==> config.mk <==
export PLATFORM = sky130hd
export DESIGN_NAME = instruction_phase_sequencer
export DESIGN_NICKNAME = d
export VERILOG_FILES = /design/src/rtl/instruction_phase_sequencer.sv
export SDC_FILE = /design/constraint.sdc
export NUM_CORES = 1
export LEC_CHECK = 0
export ABC_CLOCK_PERIOD_IN_PS = 1750
export BUFFER_PORTS_ARGS = -buffer_cell sky130_fd_sc_hd__buf_2
export CORE_UTILIZATION = 46
export CTS_CLUSTER_SIZE = 8
export DETAILED_ROUTE_END_ITERATION = 12
export HOLD_SLACK_MARGIN = 0.1
export PLACE_DENSITY_LB_ADDON = 0.3
export SLEW_MARGIN = 15
export SYNTH_ARGS = -nofsm -noshare
export SYNTH_HDL_FRONTEND = slang
export SYNTH_SLANG_ARGS = --single-unit
export TNS_END_PERCENT = 100
==> constraint.sdc <==
create_clock -name CLK -period 1.75 [get_ports CLK]
set_input_delay 0.35 -clock CLK [delete_from_list [all_inputs] [get_ports CLK]]
set_output_delay 0.35 -clock CLK [all_outputs]
set_load 0.05 [all_outputs]
==> src/rtl/instruction_phase_sequencer.sv <==
// Instruction phase sequencer: the stage upstream of the register sequencer.
// It steps through the FETCH -> DECODE -> EXECUTE -> COMMIT phases and drives
// a one-hot strobe for the current phase. It also latches the fetched
// instruction word, and it can park in HALT at an instruction boundary.
//
// A FETCH phase lasts until MEM_RDY is seen. A counter bounds that wait. On
// timeout the sequencer latches NOP_OPCODE, pulses BUS_ERR for one cycle and
// moves on to DECODE. An EXECUTE phase lasts for as long as EXEC_WAIT is high.
//
// Ports:
//   CLK          system clock; all state changes on the rising edge
//   RESET        synchronous active-high reset
//   DIN          instruction word from the memory data bus
//   MEM_RDY      memory data valid on DIN this cycle
//   PC_ENX       advance-PC control for the current instruction
//   EXEC_WAIT    hold in EXECUTE (sampled only in EXECUTE)
//   HALT_REQ     halt request (sampled only in COMMIT and HALT)
//   FETCH/DECODE/EXECUTE/COMMIT  one-hot phase strobes
//   MEM_RD       memory read request (same as FETCH)
//   INSTRUCTION  latched instruction word
//   PC_INC       PC increment pulse (COMMIT && PC_ENX)
//   HALTED       parked at an instruction boundary
//   BUS_ERR      one-cycle pulse after a fetch timeout
module instruction_phase_sequencer #(
  parameter int unsigned DATA_WIDTH     = 16,
  parameter int unsigned TIMEOUT_CYCLES = 15,
  parameter logic [DATA_WIDTH-1:0] NOP_OPCODE = '0
) (
  input  logic                  CLK,
  input  logic                  RESET,
  input  logic [DATA_WIDTH-1:0] DIN,
  input  logic                  MEM_RDY,
  input  logic                  PC_ENX,
  input  logic                  EXEC_WAIT,
  input  logic                  HALT_REQ,
  output logic                  FETCH,
  output logic                  DECODE,
  output logic                  EXECUTE,
  output logic                  COMMIT,
  output logic                  MEM_RD,
  output logic [DATA_WIDTH-1:0] INSTRUCTION,
  output logic                  PC_INC,
  output logic                  HALTED,
  output logic                  BUS_ERR
);

  localparam int unsigned CntW = (TIMEOUT_CYCLES == 0) ? 1 : $clog2(TIMEOUT_CYCLES + 1);
  // Count value on the last permitted waiting FETCH cycle.
  localparam logic [CntW-1:0] CntLast = CntW'((TIMEOUT_CYCLES == 0) ? 0 : TIMEOUT_CYCLES - 1);
  localparam logic [CntW-1:0] CntMax  = '1;

  typedef enum logic [2:0] {
    StIdle,
    StFetch,
    StDecode,
    StExecute,
    StCommit,
    StHalt
  } state_e;

  state_e                  state_q;
  logic [DATA_WIDTH-1:0]   instr_q;
  logic [CntW-1:0]         cnt_q;
  logic                    bus_err_q;

  always_ff @(posedge CLK) begin
    if (RESET) begin
      state_q   <= StIdle;
      instr_q   <= '0;
      cnt_q     <= '0;
      bus_err_q <= 1'b0;
    end else begin
      bus_err_q <= 1'b0;
      case (state_q)
        StIdle: state_q <= StFetch;
        StFetch: begin
          if (MEM_RDY) begin
            // A ready handshake on the timeout edge still wins.
            instr_q <= DIN;
            cnt_q   <= '0;
            state_q <= StDecode;
          end else if ((TIMEOUT_CYCLES != 0) && (cnt_q == CntLast)) begin
            instr_q   <= NOP_OPCODE;
            bus_err_q <= 1'b1;
            cnt_q     <= '0;
            state_q   <= StDecode;
          end else if (cnt_q != CntMax) begin
            // Saturate rather than wrap (only reachable with the timeout disabled).
            cnt_q <= cnt_q + CntW'(1);
          end
        end
        StDecode: state_q <= StExecute;
        StExecute: begin
          if (!EXEC_WAIT) state_q <= StCommit;
        end
        StCommit: state_q <= HALT_REQ ? StHalt : StFetch;
        StHalt: begin
          if (!HALT_REQ) state_q <= StFetch;
        end
        default: state_q <= StIdle;
      endcase
    end
  end

  always_comb begin
    FETCH   = (state_q == StFetch);
    DECODE  = (state_q == StDecode);
    EXECUTE = (state_q == StExecute);
    COMMIT  = (state_q == StCommit);
    HALTED  = (state_q == StHalt);
    MEM_RD  = FETCH;
    PC_INC  = COMMIT & PC_ENX;
  end

  assign INSTRUCTION = instr_q;
  assign BUS_ERR     = bus_err_q;

endmodule

==> results.md, run 1 <==
- WHS Path Cells: 3
- IO Count: 46
- Clock latency at the later pin of the worst-skew pair: about 300 ps
- CTS Sinks: 24
- Routed len/inst: around 13 um
- Remaining DRCs: 0
- Ys async rst share: 0%
- Power Density: ~810 mW/mm2
- Fmax: between 500 and 600 MHz
- Cts bufs inserted: 3
- Finished Core Util: around 63%
- Syn Nets: approximately 140
- Least-Margin Pin Slew: ~500 ps
- Initial Util: between 40% and 50%
- Yosys reg bits: 24
- Number of global-route vias before repair: 925
- Antenna diodes: 0
- DP HPWL: approximately 1700 um
- M1 wire length: approximately 1100 um
- Max_slew headroom: roughly two thirds
- Post-synth EDFFs: 0
- Max-cap viol count: 0
- Via count: about 1,000
- Top Metal Used: met4
- RSZ-0062 raised after global routing: true
- Synth cell types: 33
- IO Port Bufs: between 40 and 50
- Register area share after synthesis: approximately 44%
- Sequence of cells on the critical path: or3b_4 -> inv_8 -> buf_8
- Initial antenna violation count: 0
- WL final: ~2500 um
- Max FO, Critical Path: 8
- Die W: 50.45 um
- Fin. max-slew vios: 0
- CP peak stage delay: 420 ps
- Area grow syn2layout: 28.74%
- GRT Overall Usage: between 20 and 25%
- H-tree lvl count: 1
- Ys flop type: dfxtp_1
- Setup crit end kind: primary output
- Cts hold-fix bufs: 0
- Final setup vio count: 0
- Syn_area_per_cell: approximately 9.3 um2
- CP Class: flip-flop to primary output
- WL met2: between 1000 and 1500 um
- WP data arrival: 1360 ps
- Filler cell count: approximately 200
- Mapped cell area: approximately 0.0011 mm2
- Clock skew: between 3 and 4 ps
- Row count: 17
- First-pass GRT wire length: approximately 4000 um
- Share of layout cells above drive strength 1: 42.24%
- CTS max path bufs: 2
- Pleak: about 0.64 nW
- Final worst-path cycle share: a little over nine tenths
- Startpoint Class: flip-flop
- Post-route ant nets: 0
- Die area: 0.002545 mm2
- Final hold violations: 0
- Min-delay src: DIN[14]
- Post-Syn Instances: around 120
- Slack of the worst reg-to-reg path: around 210 ps
- TritonCTS clock tree: yes
- Largest net degree at the start of global routing: 26
- DR iter-0 viols: 28
- Cells on worst reg2reg path: 5
- Peak supply drop: around 0.00054 V
- Placeable core area: 0.002212 mm2
- Synthesis Warnings: 0
- Vias per cell: 5.492
- Tot Pwr: ~1.1 mW
- Worst R2R Start: state_q[2]
- 1st-pass router iterations: 4
- Die Ht: between 50 and 60 um
- Hold Path End: INSTRUCTION[14]
- Min-Delay Path Class: input pin to flip-flop
- RR Endpoint: BUS_ERR
- Root Driver: clkbuf_4
- WHS: around 280 ps
- Minimum clock period: ~1700 ps
- CP required: about 1400 ps
- Outcome: completed
- Layout Nets: approximately 190
- GPL Wtd Cong: around 0.76
- CTS clk-pin slew, worst paths: ~120 ps
- Crit-path slowest cell: or3b_4
- Gr ovfl total: 0
- Routed wl met3: between 150 and 200 um
==> how the worst max path moves through the flow <==
stage | from | depth (start not counted) | endpoint
after detailed placement | state_q[2] | 5 | INSTRUCTION[13]
after global routing | state_q[2] | 3 | MEM_RD
after global placement | state_q[2] | 5 | INSTRUCTION[10]
final | state_q[2] | 3 | MEM_RD
after floorplan | state_q[1] | 3 | PC_INC
after CTS | state_q[2] | 3 | MEM_RD
==> through the flow <==
step	instance area [um2]	setup TNS [ps]	instances	worst slack (ps)
6_report	1390	0	189	38.85
3_5_place_dp	1281	0	181	138.9
5_1_grt	1390	-26.76	189	-15.48
4_1_cts	1313	-69.09	184	-36.36
2_1_floorplan	1090	-603.8	116	-345.7
3_3_place_gp	1281	0	181	196.6
==> cells in the final DEF, fill, tap and decap left out, types with 2 or more instances in the layout <==
master,instances
a211oi_1,2
a21oi_1,5
inv_1,2
a22oi_1,13
nand2_1,5
buf_8,2
o21ai_0,6
and2_1,2
buf_4,9
dfxtp_1,23
nand3b_1,4
a22oi_2,4
clkbuf_4,3
buf_2,41
nor2_1,20
==> cell usage after synthesis (2+ instances only) <==
master,number,area share (%)
inv_1,2,0.70
a211oi_1,2,1.4
nor2_1,20,7.0
a22oi_2,4,4.6
nand2_1,5,1.7
buf_6,3,3.1
a21oi_1,5,2.3
dfxtp_1,24,44
buf_4,2,1.4
nand3b_1,4,2.8
clkbuf_1,2,0.70
o21ai_0,6,2.8
buf_2,2,0.93
and2_1,2,1.2
a22oi_1,13,9.0
nor3b_1,3,2.1
==> state kept, by name, summed over array words and instances, names as in the netlist <==
signal / cells
INSTRUCTION: 16
BUS_ERR: 1
state_q: 3
cnt_q: 4
==> metal layers <==
layer / GRT usage [%] / vias up
met5: 0 / -
met2: 33.33 / 48
met3: 3.636 / 6
met1: 25.94 / 482
li1: - / 502
met4: 8.333 / 0
==> cell families (layout without fill, tap and decap cells) <==
group / count (synthesis) / count (layout) / synth area share [%]
and+or+nand+nor: 42 / 42 / 20.39
muxes: 1 / 1 / 1.043
buffers and inverters: 14 / 59 / 9.965
xor gates and xnor gates: 1 / 1 / 0.8113
AOI/OAI and AO/OA: 34 / 34 / 23.29
DFF: 24 / 24 / 44.50
==> repair_timing <==
item	4_1_cts	5_1_grt
buffers inserted	0	5
endpoints found under the hold margin	0	0
endpoints found under the setup margin	3	14
pin swaps	0	2
resized for setup	4	11
==> power by group <==
part | internal [mW] | leakage, nW | switching, mW
registers | 0.571 | 0.196 | 0.0152
clock network | 0.0802 | 0.0138 | 0.144
logic | 0.110 | 0.428 | 0.206
==> layout make-up <==
type                    count  area [um2]  share of cell area (%)
flip-flops and latches     24       484.2                   34.83
repair buffers             53       314.1                   22.59
clock buffers               3       22.52                   1.620
inverters                   3       18.77                   1.350
well taps                  28       35.03                   2.520
multi-input cells          78       515.5                   37.08
==> worst max-delay path, delay by kind of cell (launching register included) <==
family	cells	cell delay (ps)
simple gates	1	420
buf+inv	2	260
flops	1	380
No activity file was read; power rests on OpenSTA's default activity.
==> run 2: changes to the inputs <==
CORE_ASPECT_RATIO = 0.8   (was default)
==> run 2 against run 1 <==
Net effect: sequential cell count stayed put; via count shrank 1.7%; routed wire length down 0.44%; sequential share of layout area down 0.28 points; critical path depth did not move; combinational power down 1%; non-clock buffer count down 2; fmax about the same; global-route usage up 0.35 points; clock power is 79% higher.
==> results.md, run 2 (synthesis results as in run 1) <==
- Outcome: completed
- Share of layout cells above drive strength 1: 42.50% (+0.26 points)
- Placeable core area: 0.002177 mm2 (-1.6%)
- Final hold violations: 0 (unchanged)
- Vias per cell: 5.514 (+0.39%)
- GPL Wtd Cong: 0.7981 (+5.6%)
- DP HPWL: 1651 um (-2.6%)
- Post-route ant nets: 0 (unchanged)
- Area grow syn2layout: 30.13%
- IO Port Bufs: 45 (unchanged)
- Clock skew: 11.70 ps (+7.889 ps)
- WL final: 2499 um (-0.44%)
- IO Count: 46 (unchanged)
- First-pass GRT wire length: 3891 um (-0.71%)
- Setup WS post-layout: 39.20 ps (+0.3447 ps)
- Root Driver: clkbuf_4
- Final worst-path cycle share: 97.76% (about the same)
- Filler cell count: 190 (-2.6%)
- Die W: 56.17 um (+11%)
- Setup crit end: FETCH
- Final Non-Filler Cells: 185 (-2.1%)
- Die area: 0.002546 mm2 (about the same)
- Minimum clock period: 1711 ps (-0.3447 ps)
- RR Endpoint: BUS_ERR
- Worst R2R Start: state_q[1]
- CP required: 1400 ps (about the same)
- Tot Pwr: 1.300 mW (+15%)
- Setup crit end kind: primary output
- Cts bufs inserted: 3 (unchanged)
- Crit-path slowest cell: or3b_4
- Commonest non-fill, non-tap cell in the layout: buf_2
- DR iter-0 viols: 35 (+25%)
- Startpoint Class: flip-flop
- Max FO, Critical Path: 8 (unchanged)
- Number of global-route vias before repair: 880 (-4.9%)
- Finished Core Util: 64.54% (+1.7 points)
- CP Class: flip-flop to primary output
- Pleak: 0.6418 nW (+0.62%)
- Power Density: 925.4 mW/mm2 (+14%)
- Min-Delay Path Class: input pin to flip-flop
- Least-Margin Pin Slew: 514.3 ps (+13.80 ps)
- RSZ-0062 raised after global routing: true
- Pre-CTS WS: 127.6 ps (-11.32 ps)
- Initial antenna violation count: 0 (unchanged)
- Final Instance Area: 0.001405 mm2 (+1.1%)
- WHS: 251.5 ps (-24.41 ps)
- Max_slew headroom: 65.58% (-0.92 points)
- Final setup vio count: 0 (unchanged)
- Fin Setup TNS: 0 ps (unchanged)
- Critical path depth in cells: 3 (unchanged)
- H-tree lvl count: 1 (unchanged)
- Crit path buf inv count: 2 (unchanged)
- Clock latency at the later pin of the worst-skew pair: 320 ps (+20 ps)
- Placed Cells: 179 (-1.1%)
- Gr ovfl total: 0 (unchanged)
- CTS Sinks: 24 (unchanged)
- Fmax: 584.5 MHz (about the same)
- 1st-pass router iterations: 4 (unchanged)
- Worst setup path start: state_q[1]
- Slack of the worst reg-to-reg path: 170 ps (-40 ps)
- Sequence of cells on the critical path: or3b_4 -> inv_8 -> buf_8
- Max-cap viol count: 0 (unchanged)
- Crit-path leading delay family: simple AND/OR/NAND/NOR gates
- Remaining DRCs: 0 (unchanged)
- Most frequent cells in the layout: 40 x buf_2, 22 x dfxtp_1, 20 x nor2_1
- TritonCTS clock tree: yes
- Largest net degree at the start of global routing: 26 (unchanged)
- CP peak stage delay: 440 ps (+20 ps)
- Via count: 1,020 (-1.7%)
- CTS max path bufs: 2 (unchanged)
- Placement Cell Area: 0.001285 mm2 (+0.29%)
- Row count: 15 (-2)
- Storage cell area: 485.5 um2 (+0.26%)
- Antenna diodes: 0 (unchanged)
- CTS clk-pin slew, worst paths: 140 ps (+20 ps)
- Die Ht: 45.34 um (-10%)
- Fin. max-slew vios: 0 (unchanged)
- WP data arrival: 1360 ps (about the same)
- Initial Util: 49.60% (+0.79 points)
- Largest register FFs: 16 (unchanged)
- Area of the multi-input gates: 515.5 um2 (unchanged)
- Cells on worst reg2reg path: 5 (unchanged)
- Routed len/inst: 13.51 um (+1.7%)
- Layout Nets: 183 (-1.1%)
- GRT Overall Usage: 20.60% (+0.35 points)
- Peak supply drop: 0.0008903 V (+65%)
run 2: cell types whose count changed in the layout (fill, tap and decap cells not counted), sizes merged:
cell,previous run,this run
bufinv,0,1
buf,53,50
clkbuf,3,4
run 2: worst reg2reg max path, cell delays in order (launching register included):
cell	delay, ps
dfxtp_2	350
or3b_4	440
buf_4	170
nor2_1	200
nand2_1	80
nor4b_1	250
run 2: final cells by class:
type | instances | area share (%)
Clock buffer | 3 | 1.603
Tap cell | 25 | 2.226
Multi-Input combinational cell | 78 | 36.69
Inverter | 3 | 1.336
Timing Repair Buffer | 51 | 21.46
Clock inverter | 1 | 2.137
Sequential cell | 24 | 34.55
run 2: per-layer routing:
| metal | routed length [um] | track usage (%) | vias to the layer above |
|---|---|---|---|
| met2 | 1235 | 35.00 | 39 |
| met1 | 1069 | 24.29 | 478 |
| met5 | 0 | 0 | - |
| li1 | - | - | 498 |
| met3 | 165 | 7.163 | 5 |
| met4 | 29 | 8.780 | 0 |
run 2: what timing repair did:
item,in CTS,in global routing
hold buffers,0,0
buffers inserted,1,1
endpoints found under the setup margin,4,10
resized for setup,9,8
pin swaps,0,2
run 2: report_power, final:
part,switching (mW),leakage (nW),internal [mW]
Combinational,0.205,0.417,0.106
Sequential,0.0140,0.197,0.572
Clock,0.171,0.0279,0.232
run 2: worst min path at each step:
stage | startpoint | end | slack [ps] | depth (start not counted)
after detailed placement | INSTRUCTION[8] | INSTRUCTION[8] | 490 | 2
after global placement | INSTRUCTION[8] | INSTRUCTION[8] | 480 | 2
after CTS | DIN[8] | INSTRUCTION[8] | 250 | 3
after global routing | DIN[11] | INSTRUCTION[11] | 240 | 3
final | DIN[11] | INSTRUCTION[11] | 250 | 3
after floorplan | DIN[11] | INSTRUCTION[11] | 490 | 2
==> run 3: changes to the inputs <==
ABC_CLOCK_PERIOD_IN_PS = 1700   (was 1750)
clock period = 1.7 ns   (was 1.75 ns; I/O delays follow)
==> run 3 against run 2 <==
Net effect: via count increased by 0.20%; non-clock buffer count grew 7; sequential power is 3% higher; sequential share of layout area fell by 1.4 points; cell count rose by 3.8%.
==> results.md, run 3 (synthesis results as in run 1) <==
- Pleak: 0.6805 nW (+6.0%)
- First-pass GRT wire length: 3829 um (-1.6%)
- Startpoint Class: flip-flop
- Setup crit end kind: primary output
- Worst setup path start: state_q[2]
- Cts hold-fix bufs: 0 (unchanged)
- WL final: 2487 um (-0.48%)
- RR Endpoint: state_q[2]
- Final setup vio count: 0 (unchanged)
- Routed len/inst: 12.95 um (-4.1%)
- Setup crit end: FETCH
- Power Density: 921.6 mW/mm2 (-0.41%)
- Largest net degree at the start of global routing: 26 (unchanged)
- Pre-CTS WS: 87.07 ps (-40.52 ps)
- Cts bufs inserted: 3 (unchanged)
- Minimum clock period: approximately 1700 ps
- GRT Overall Usage: 19.23% (-1.4 points)
- Peak supply drop: 0.0008413 V (-5.5%)
- TritonCTS clock tree: yes
- Sequence of cells on the critical path: or3b_4 -> clkinv_4 -> buf_8
- CTS max path bufs: 2 (unchanged)
- RSZ-0062 raised after global routing: true
- Outcome: completed
- Final hold violations: 0 (unchanged)
- Fin. max-slew vios: 0 (unchanged)
- Post-route ant nets: 0 (unchanged)
- DP HPWL: 1591 um (-3.6%)
- Gr ovfl total: 0 (unchanged)
- CTS Sinks: 24 (unchanged)
- Slack of the worst reg-to-reg path: 80 ps (-90 ps)
- Vias per cell: 5.323 (-3.5%)
- GR Util met1: 25.53% (+1.2 points)
- GRT met3 Usage: 5.158% (-2.0 points)
- IO Count: 46 (unchanged)
- Antenna diodes: 0 (unchanged)
- Root Driver: clkbuf_4
- WP data arrival: 1340 ps (-20 ps)
- Final worst-path cycle share: approximately 99%
- Die W: 56.17 um (unchanged)
- DR iter-0 viols: 40 (+14%)
- Crit-path slowest cell: or3b_4
- Via count: 1,022 (+0.20%)
- Min-Delay Path Class: input pin to flip-flop
- Worst R2R Start: state_q[0]
- Layout Nets: 190 (+3.8%)
- 1st-pass router iterations: 4 (unchanged)
- Max-cap viol count: 0 (unchanged)
- Remaining DRCs: 0 (unchanged)
- Most frequent cells in the layout: 40 x buf_2, 21 x dfxtp_1, 20 x nor2_1
- Setup WS post-layout: 24.54 ps (-14.66 ps)
- Initial antenna violation count: 0 (unchanged)
- Max FO, Critical Path: 5 (-3)
- WHS: 250.0 ps (-1.494 ps)
- CTS clk-pin slew, worst paths: 130 ps (about the same)
- Die area: 0.002546 mm2 (unchanged)
- Clock latency at the later pin of the worst-skew pair: 310 ps (about the same)
- Area grow syn2layout: 36.15%
- Fmax: 596.9 MHz
- Placeable core area: 0.002177 mm2 (unchanged)
- Finished Core Util: 67.53% (+3.0 points)
- H-tree lvl count: 1 (unchanged)
- Least-Margin Pin Slew: 515.6 ps (+1.278 ps)
- CP peak stage delay: 410 ps (-30 ps)
- Max_slew headroom: 65.50% (-0.086 points)
- IO Port Bufs: 45 (unchanged)
- Largest register FFs: 16 (unchanged)
- Share of layout cells above drive strength 1: 46.11% (+3.6 points)
- Clock skew: 5.148 ps (-6.548 ps)
- Commonest non-fill, non-tap cell in the layout: buf_2
- Die Ht: 45.34 um (unchanged)
- Initial Util: 49.60% (unchanged)
- Busiest layer in global routing: met2
- Number of global-route vias before repair: 861 (-2.2%)
- Row count: 15 (unchanged)
- GPL Wtd Cong: 0.7819 (-2.0%)
- CP required: 1360 ps (-40 ps)
- CP Class: flip-flop to primary output
- Cells on worst reg2reg path: 6 (+1)
- Met2 usage: 32.38% (-2.6 points)
run 3: cell types whose count changed in the layout (fill, tap and decap cells not counted), sizes merged:
| cell | before | now |
|---|---|---|
| clkinv | 0 | 1 |
| buf | 50 | 57 |
| inv | 3 | 2 |
run 3: power breakdown:
group / internal (mW) / switching, mW / total, mW
Combinational: 0.128 / 0.216 / 0.343
Sequential: 0.589 / 0.0152 / 0.604
Clock: 0.238 / 0.169 / 0.407
Total: 0.955 / 0.400 / 1.35
run 3: worst max-delay path, delay by kind of cell, from the launching register on:
family / cells / cell delay (ps)
and+or+nand+nor: 1 / 410
DFF: 1 / 380
buffers and inverters: 2 / 230
run 3: worst min path at each step:
| stage | endpoint | slack, ps | from | cells past startpoint |
|---|---|---|---|---|
| after floorplan | INSTRUCTION[11] | 480 | DIN[11] | 2 |
| after global placement | INSTRUCTION[8] | 480 | INSTRUCTION[8] | 2 |
| after detailed placement | INSTRUCTION[12] | 490 | INSTRUCTION[12] | 2 |
| after CTS | INSTRUCTION[11] | 240 | DIN[11] | 3 |
| after global routing | INSTRUCTION[7] | 250 | DIN[7] | 3 |
| final | INSTRUCTION[14] | 250 | DIN[14] | 3 |
run 3: metal layers:
metal / up-vias / share of wire (%)
met3: 2 / 7.4
li1: 513 / -
met5: - / 0
met2: 45 / 48
met1: 462 / 45
met4: 0 / 0.28
run 3: what timing repair did:
| item | in CTS | in global routing |
|---|---|---|
| resized for setup | 14 | 6 |
| endpoints found under the setup margin | 5 | 18 |
| setup buffers | 5 | 4 |
| pin swaps | 3 | 2 |
run 3: metrics by stage:
stage	cell area [um2]	total power, mW	TNS, ps	cells
floorplan	1090	0.8500	-683.8	116
global placement	1285	0.9009	0	179
detailed placement	1285	0.9049	0	179
CTS	1419	1.343	0	188
global route	1470	1.409	-72.81	192
finish	1470	1.355	0	192
run 3: cell type report:
cell class	count	area [um2]
clock buffer	3	22.52
clock inverter	1	30.03
fill	172	706.9
inverter	3	16.27
multi-input combinational	78	518.0
sequential	24	486.7
tap	25	31.28
timing repair buffer	58	365.4
